--- src/rtl/dcache_wr_buffer_if.sv ---
// Purpose: dcache write-back request, miss-check and AXI3 write channel bundle.
// Latency: wires only, no state.
// Backpressure: carries wr_rdy and the AXI valid/ready pairs between the two sides.
interface dcache_wr_buffer_if;
  // dcache side
  logic         wr_req;
  logic [31:0]  wr_addr;
  logic [127:0] wr_data;
  logic         wr_rdy;
  logic [31:0]  chk_addr;
  logic         chk_hit;
  logic         empty;
  // AXI write address
  logic [3:0]   awid;
  logic [31:0]  awaddr;
  logic [3:0]   awlen;
  logic [2:0]   awsize;
  logic [1:0]   awburst;
  logic [1:0]   awlock;
  logic [3:0]   awcache;
  logic [2:0]   awprot;
  logic         awvalid;
  logic         awready;
  // AXI write data
  logic [3:0]   wid;
  logic [31:0]  wdata;
  logic [3:0]   wstrb;
  logic         wlast;
  logic         wvalid;
  logic         wready;
  // AXI write response
  logic [3:0]   bid;
  logic [1:0]   bresp;
  logic         bvalid;
  logic         bready;

  // The write buffer itself
  modport master (
    input  wr_req, wr_addr, wr_data, chk_addr,
    output wr_rdy, chk_hit, empty,
    output awid, awaddr, awlen, awsize, awburst, awlock, awcache, awprot, awvalid,
    input  awready,
    output wid, wdata, wstrb, wlast, wvalid,
    input  wready,
    input  bid, bresp, bvalid,
    output bready
  );

  // The dcache plus the AXI interconnect
  modport slave (
    output wr_req, wr_addr, wr_data, chk_addr,
    input  wr_rdy, chk_hit, empty,
    input  awid, awaddr, awlen, awsize, awburst, awlock, awcache, awprot, awvalid,
    output awready,
    input  wid, wdata, wstrb, wlast, wvalid,
    output wready,
    output bid, bresp, bvalid,
    input  bready
  );
endinterface

--- src/rtl/dcache_wr_buffer.sv ---
// Purpose: buffers dcache line write-backs and drains them as 4-beat AXI3 INCR bursts.
// Latency: line pushed in cycle N shows awvalid in cycle N+2 when idle.
// Backpressure: wr_rdy drops when DEPTH lines are held; AXI stalls hold the head line.
module dcache_wr_buffer #(
  parameter int         DEPTH  = 2,
  parameter logic [3:0] AXI_ID = 4'd1
) (
  input logic             clk,
  input logic             reset,
  dcache_wr_buffer_if.master bus
);

  localparam int PW = $clog2(DEPTH);
  localparam int CW = $clog2(DEPTH + 1);
  localparam logic [CW-1:0] FULL_CNT = CW'(DEPTH);

  typedef enum logic [1:0] {IDLE, AW, W, B} state_t;

  state_t         state;
  state_t         state_nxt;
  logic [PW-1:0]  head;
  logic [PW-1:0]  tail;
  logic [CW-1:0]  count;
  logic [1:0]     beat;
  logic [31:0]    addr_mem [DEPTH];
  logic [127:0]   data_mem [DEPTH];

  logic           rdy;
  logic           push;
  logic           pop;
  logic           aw_vld;
  logic           w_vld;
  logic           b_rdy;
  logic           hit;
  logic [PW-1:0]  off;

  // Response id/status and the sub-line address bits carry no meaning here.
  logic unused_bits;
  assign unused_bits = ^{bus.bid, bus.bresp, bus.wr_addr[3:0], bus.chk_addr[3:0]};

  // Acceptance depends only on registered occupancy, so a pop never frees a slot in the same cycle.
  assign rdy  = (count != FULL_CNT);
  assign push = bus.wr_req & rdy;
  assign pop  = (state == B) & bus.bvalid;

  // Line storage; contents are qualified by count, so no reset is needed.
  always_ff @(posedge clk) begin
    if (push) begin
      addr_mem[tail] <= {bus.wr_addr[31:4], 4'b0000};
      data_mem[tail] <= bus.wr_data;
    end
  end

  // Circular pointers and occupancy; pointers wrap naturally because DEPTH is a power of two.
  always_ff @(posedge clk or posedge reset) begin
    if (reset) begin
      head  <= '0;
      tail  <= '0;
      count <= '0;
    end else begin
      if (push) tail <= tail + PW'(1);
      if (pop)  head <= head + PW'(1);
      if (push && !pop)      count <= count + CW'(1);
      else if (pop && !push) count <= count - CW'(1);
    end
  end

  // Burst state register.
  always_ff @(posedge clk or posedge reset) begin
    if (reset) state <= IDLE;
    else       state <= state_nxt;
  end

  // Next-state and channel handshakes for the head line's burst.
  always_comb begin
    state_nxt = state;
    aw_vld    = 1'b0;
    w_vld     = 1'b0;
    b_rdy     = 1'b0;
    case (state)
      IDLE: begin
        if (count != '0) state_nxt = AW;
      end
      AW: begin
        aw_vld = 1'b1;
        if (bus.awready) state_nxt = W;
      end
      W: begin
        w_vld = 1'b1;
        if (bus.wready && (beat == 2'd3)) state_nxt = B;
      end
      B: begin
        b_rdy = 1'b1;
        if (bus.bvalid) state_nxt = IDLE;
      end
      default: state_nxt = IDLE;
    endcase
  end

  // Beat index within the data burst; restarts whenever a new address is accepted.
  always_ff @(posedge clk or posedge reset) begin
    if (reset) begin
      beat <= 2'd0;
    end else if ((state == AW) && bus.awready) begin
      beat <= 2'd0;
    end else if ((state == W) && bus.wready) begin
      beat <= beat + 2'd1;
    end
  end

  // Miss-address hazard: any held line, including the head still awaiting its response.
  always_comb begin
    hit = 1'b0;
    off = '0;
    for (int i = 0; i < DEPTH; i++) begin
      off = PW'(i) - head;
      if ((CW'(off) < count) && (addr_mem[i][31:4] == bus.chk_addr[31:4])) hit = 1'b1;
    end
  end

  assign bus.wr_rdy  = rdy;
  assign bus.chk_hit = hit;
  assign bus.empty   = (count == '0) && (state == IDLE);

  assign bus.awid    = AXI_ID;
  assign bus.awaddr  = addr_mem[head];
  assign bus.awlen   = 4'd3;
  assign bus.awsize  = 3'd2;
  assign bus.awburst = 2'b01;
  assign bus.awlock  = 2'b00;
  assign bus.awcache = 4'b0000;
  assign bus.awprot  = 3'b000;
  assign bus.awvalid = aw_vld;

  assign bus.wid     = AXI_ID;
  assign bus.wdata   = data_mem[head][{beat, 5'b00000} +: 32];
  assign bus.wstrb   = 4'b1111;
  assign bus.wlast   = w_vld && (beat == 2'd3);
  assign bus.wvalid  = w_vld;

  assign bus.bready  = b_rdy;

endmodule

--- src/flat_wrapper.sv ---
// flat-port wrapper written by rule: the top's interface ports become plain ports
module dcache_wr_buffer_flat 
#(
  parameter int         DEPTH  = 2,
  parameter logic [3:0] AXI_ID = 4'd1
)
  (clk, reset, bus_wr_req, bus_wr_addr, bus_wr_data, bus_chk_addr, bus_wr_rdy, bus_chk_hit, bus_empty, bus_awid, bus_awaddr, bus_awlen, bus_awsize, bus_awburst, bus_awlock, bus_awcache, bus_awprot, bus_awvalid, bus_awready, bus_wid, bus_wdata, bus_wstrb, bus_wlast, bus_wvalid, bus_wready, bus_bid, bus_bresp, bus_bvalid, bus_bready);
  dcache_wr_buffer_if bus_i ();
  input logic clk;
  input logic reset;
  input wire logic [$bits(bus_i.wr_req)-1:0] bus_wr_req;
  input wire logic [$bits(bus_i.wr_addr)-1:0] bus_wr_addr;
  input wire logic [$bits(bus_i.wr_data)-1:0] bus_wr_data;
  input wire logic [$bits(bus_i.chk_addr)-1:0] bus_chk_addr;
  output wire logic [$bits(bus_i.wr_rdy)-1:0] bus_wr_rdy;
  output wire logic [$bits(bus_i.chk_hit)-1:0] bus_chk_hit;
  output wire logic [$bits(bus_i.empty)-1:0] bus_empty;
  output wire logic [$bits(bus_i.awid)-1:0] bus_awid;
  output wire logic [$bits(bus_i.awaddr)-1:0] bus_awaddr;
  output wire logic [$bits(bus_i.awlen)-1:0] bus_awlen;
  output wire logic [$bits(bus_i.awsize)-1:0] bus_awsize;
  output wire logic [$bits(bus_i.awburst)-1:0] bus_awburst;
  output wire logic [$bits(bus_i.awlock)-1:0] bus_awlock;
  output wire logic [$bits(bus_i.awcache)-1:0] bus_awcache;
  output wire logic [$bits(bus_i.awprot)-1:0] bus_awprot;
  output wire logic [$bits(bus_i.awvalid)-1:0] bus_awvalid;
  input wire logic [$bits(bus_i.awready)-1:0] bus_awready;
  output wire logic [$bits(bus_i.wid)-1:0] bus_wid;
  output wire logic [$bits(bus_i.wdata)-1:0] bus_wdata;
  output wire logic [$bits(bus_i.wstrb)-1:0] bus_wstrb;
  output wire logic [$bits(bus_i.wlast)-1:0] bus_wlast;
  output wire logic [$bits(bus_i.wvalid)-1:0] bus_wvalid;
  input wire logic [$bits(bus_i.wready)-1:0] bus_wready;
  input wire logic [$bits(bus_i.bid)-1:0] bus_bid;
  input wire logic [$bits(bus_i.bresp)-1:0] bus_bresp;
  input wire logic [$bits(bus_i.bvalid)-1:0] bus_bvalid;
  output wire logic [$bits(bus_i.bready)-1:0] bus_bready;
  assign bus_i.wr_req = bus_wr_req;
  assign bus_i.wr_addr = bus_wr_addr;
  assign bus_i.wr_data = bus_wr_data;
  assign bus_i.chk_addr = bus_chk_addr;
  assign bus_wr_rdy = bus_i.wr_rdy;
  assign bus_chk_hit = bus_i.chk_hit;
  assign bus_empty = bus_i.empty;
  assign bus_awid = bus_i.awid;
  assign bus_awaddr = bus_i.awaddr;
  assign bus_awlen = bus_i.awlen;
  assign bus_awsize = bus_i.awsize;
  assign bus_awburst = bus_i.awburst;
  assign bus_awlock = bus_i.awlock;
  assign bus_awcache = bus_i.awcache;
  assign bus_awprot = bus_i.awprot;
  assign bus_awvalid = bus_i.awvalid;
  assign bus_i.awready = bus_awready;
  assign bus_wid = bus_i.wid;
  assign bus_wdata = bus_i.wdata;
  assign bus_wstrb = bus_i.wstrb;
  assign bus_wlast = bus_i.wlast;
  assign bus_wvalid = bus_i.wvalid;
  assign bus_i.wready = bus_wready;
  assign bus_i.bid = bus_bid;
  assign bus_i.bresp = bus_bresp;
  assign bus_i.bvalid = bus_bvalid;
  assign bus_bready = bus_i.bready;
  dcache_wr_buffer #(.DEPTH(DEPTH), .AXI_ID(AXI_ID)) u_core (.clk(clk), .reset(reset), .bus(bus_i));
endmodule
--- config.mk ---
export PLATFORM = sky130hd
export DESIGN_NAME = dcache_wr_buffer_flat
export DESIGN_NICKNAME = d
export VERILOG_FILES = /design/src/rtl/dcache_wr_buffer_if.sv /design/src/rtl/dcache_wr_buffer.sv /design/src/flat_wrapper.sv
export SDC_FILE = /design/constraint.sdc
export NUM_CORES = 1
export LEC_CHECK = 0
export CELL_PAD_IN_SITES_DETAIL_PLACEMENT = 0
export CELL_PAD_IN_SITES_GLOBAL_PLACEMENT = 2
export CORE_UTILIZATION = 30
export CTS_CLUSTER_DIAMETER = 60
export DETAILED_ROUTE_END_ITERATION = 16
export PLACE_DENSITY = 0.71
export SLEW_MARGIN = 20
export SYNTH_ARGS = -nofsm -noshare
export SYNTH_HDL_FRONTEND = slang
export SYNTH_SLANG_ARGS = --single-unit
--- constraint.sdc ---
create_clock -name clk -period 13.2 [get_ports clk]
set_input_delay 2.64 -clock clk [delete_from_list [all_inputs] [get_ports clk]]
set_output_delay 2.64 -clock clk [all_outputs]
set_load 0.05 [all_outputs]
==> results.ini <==
[setup_path]
crit_path_start=bus_chk_addr[26]
max_stage_delay_ns=0.83
worstPathRequired_ns=10.56
r2r_end=u_core.data_mem[0][14]
worst-setup-path-type=in -> out
cp.arrival_ns=5.02
cp-end-kind=output pin
cpMaxStageDelayCell=clkdlybuf4s50_1
path_max_fanout=2
worstSetupEndpoint=bus_chk_hit
start_kind=primary input
rrSetupSlack_ns=10.34
reg2reg_from=u_core.count[0]
reg2reg_depth=4
crit_chain=clkdlybuf4s50_1, xnor2_1, nand4_1, or4_1, o22ai_1, clkdlybuf4s50_1
crit_top_cell=clkdlybuf4s50_1

[clock_tree]
clk_pin_slew_ns=0.05
clk_latency_ns=0.53
cts.htree.levels=2
clock-sinks=320
cts_hold_buf=0
post-cts-setup-buffer-count=0
clockBufferDepth=3
tritoncts=built
clock-root-buffer=clkbuf_16
cts_made_buffers=37
ctsResizeCount=0

[yosys]
ys_dominant_reg_cell=edfxtp_1
netlist_area_sq_um=13100
synth_edf_count=312
synth.mux.area_fraction=0.169
synth_compound_area_frac=0.00354
synth_top_family_by_area=multiplexers
synthArstFlopShare=0.0250
syn_inst=618
synth_cell_types=35
yosys_register_bits=320
syn_avg_cell_area_sq_um=21.1
synthSimpleGateAreaFrac=0.0135
ys_warn_count=0
synth_xor_area_frac=0.0416
ys_seq_area_frac=0.732
synth_adder_area_share=0.00670

[timing]
rsz0062_at_grt=no
max_freq_ghz=0.131
maxSlewViolCount=0
tns_ns=0
fin_skew_ns=0.0142
final_hold_viol_count=0
setup_violations=0
hold_slack_ns=0.553
finalCritPeriodShare=0.580
worstMarginPinSlew_ns=1.03
slew_headroom=0.314
fin_crit_ns=7.66

[power]
combPwrFrac=0.390
p_leak_nw=5.79
ir_drop_mv=0.121
pwr-share-seq=0.363
p_sw_frac=0.350
p_per_area_nw_per_um2=234
internal-power_mw=2.64
p_total_mw=4.06
clock_power_share=0.247
switching_power_mw=1.42

[placement]
io_buffers=256
gp_congestion=0.701
dpl.hpwl_um=19000
dp.cells=1443

[floorplanning]
coreArea_sq_um=43000
placementRows=76
die_y_um=211
dieWidth_um=211
io_pins=305
start_util=0.304
die_area_sq_um=44400

[finish]
ff_latch_area_sq_um=9580
n_fill_cell=3972
area_delta_synth_final_pct=32.9
utilization=0.404
drive_gt1_frac=0.165
fin_nets=1108
final_cell_count_no_fill=1511
multiInputGateArea_sq_um=3200

[detailed_routing]
via_count=6491
routed_wl_um=29000
wl_met2_um=14200
drtIter0Drc=294
wl_met3_um=2670
first_pass_iters=4
drc=0
avgViaCountPerCell=4.30
wl_per_cell_um=19.2
wl_met1_um=11500
ant_nets=0
highest_layer=met5

[global_routing]
grt_util_all_layers=0.132
antenna_found_initial=7
grt_pass1_wl_um=43300
grt_max_degree=74
grt_pass1_vias=7238
grt-ovfl-total=0

[job]
maxCapViolations=0

[worst_hold_path]
min_from=u_core.count[1]
hold_path.class=reg -> reg
hold_depth=1

[outcome]
status=finished clean

metal layers:
| metal | vias up | GRT usage |
|---|---|---|
| met4 | 8 | 0.0427 |
| met3 | 45 | 0.0526 |
| met5 | - | 0 |
| met1 | 3223 | 0.154 |
| li1 | 2991 | - |
| met2 | 224 | 0.222 |
power groups by stage:
stage / clock (mW) / combinational [mW] / sequential (mW)
final: 1.00 / 1.58 / 1.47
after floorplan: 0 / 1.15 / 1.51
after detailed placement: 0 / 1.62 / 1.50
after global routing: 1.07 / 1.68 / 1.50
after CTS: 1.04 / 1.62 / 1.48
after global placement: 0 / 1.61 / 1.49
how the worst min path moves through the flow:
stage	end	slack, ns
2_1_floorplan	u_core.tail	0.46
3_3_place_gp	u_core.tail	0.54
3_5_place_dp	u_core.tail	0.55
4_1_cts	u_core.count[1]	0.56
5_1_grt	u_core.tail	0.58
6_report	u_core.count[1]	0.55
area by class of cell:
type,instances,share of cell area
sequential,320,0.552
multi-input combinational,268,0.185
timing repair buffer,264,0.151
clock buffer,48,0.0582
tap,585,0.0422
clock inverter,17,0.0106
inverter,6,0.00130
antenna,3,0.000432
critical path: cells and delay by family:
| family | cells | cell delay, ns |
|---|---|---|
| xor gates and xnor gates | 1 | 0.14 |
| buffers and inverters | 2 | 1.35 |
| AOI/OAI and AO/OA | 1 | 0.14 |
| and+or+nand+nor | 2 | 0.74 |
state kept, by name (all words and copies together), names as in the netlist:
signal	cells
u_core.state	2
u_core.addr_mem	56
u_core.beat	2
u_core.tail	1
u_core.data_mem	256
u_core.count	2
u_core.head	1
kinds of logic (layout without fill, tap and decap cells):
group                    count (synthesis)  count (layout)
AO/OA/AOI/OAI                            8               8
XOR/XNOR                                62              62
adder cells (fa/ha/maj)                  7               7
buffers and inverters                   62             335
flip-flops                             320             320
multiplexers                           126             126
other                                    2              37
AND/OR/NAND/NOR                         31              31
Yosys cell counts, types with 2 or more instances:
library cell / count / area share
nor3_1: 2 / 0.00077
buf_1: 4 / 0.0011
conb_1: 2 / 0.00057
o22ai_1: 2 / 0.00096
clkbuf_1: 5 / 0.0014
ha_1: 7 / 0.0067
dfrtp_1: 8 / 0.015
xor2_1: 46 / 0.031
inv_1: 6 / 0.0017
nand2_1: 4 / 0.0011
mux4_2: 58 / 0.10
xnor2_1: 16 / 0.011
buf_4: 35 / 0.020
nand4_1: 6 / 0.0029
mux4_1: 6 / 0.012
a21oi_1: 4 / 0.0015
nor4_1: 10 / 0.0048
nor2_1: 3 / 0.00086
mux2_2: 19 / 0.016
mux2_1: 29 / 0.025
buf_12: 2 / 0.0031
edfxtp_1: 312 / 0.72
mux2_4: 13 / 0.015
buf_2: 8 / 0.0031
per-stage QoR:
stage | setup WS, ns | area [sq um]
global placement | 5.50 | 16200
finish | 5.54 | 17400
detailed placement | 5.50 | 16200
global route | 5.37 | 17400
CTS | 5.50 | 17400
floorplan | 3.30 | 13200
cells in the final DEF (no fill, tap or decap), drive strengths merged, types with 2 or more instances in the layout:
cell type	Yosys	final
a21oi	4	4
buf	51	8
bufinv	0	4
clkbuf	5	48
clkdlybuf4s50	0	256
clkinv	0	12
conb	2	34
dfrtp	8	8
diode	0	3
edfxtp	312	312
ha	7	7
inv	6	7
mux2	61	61
mux4	64	64
nand2	4	4
nand4	6	6
nor2	3	3
nor3	2	2
nor4	10	10
o22ai	2	2
xnor2	16	16
xor2	46	46
(Power assumes the default switching activity.)
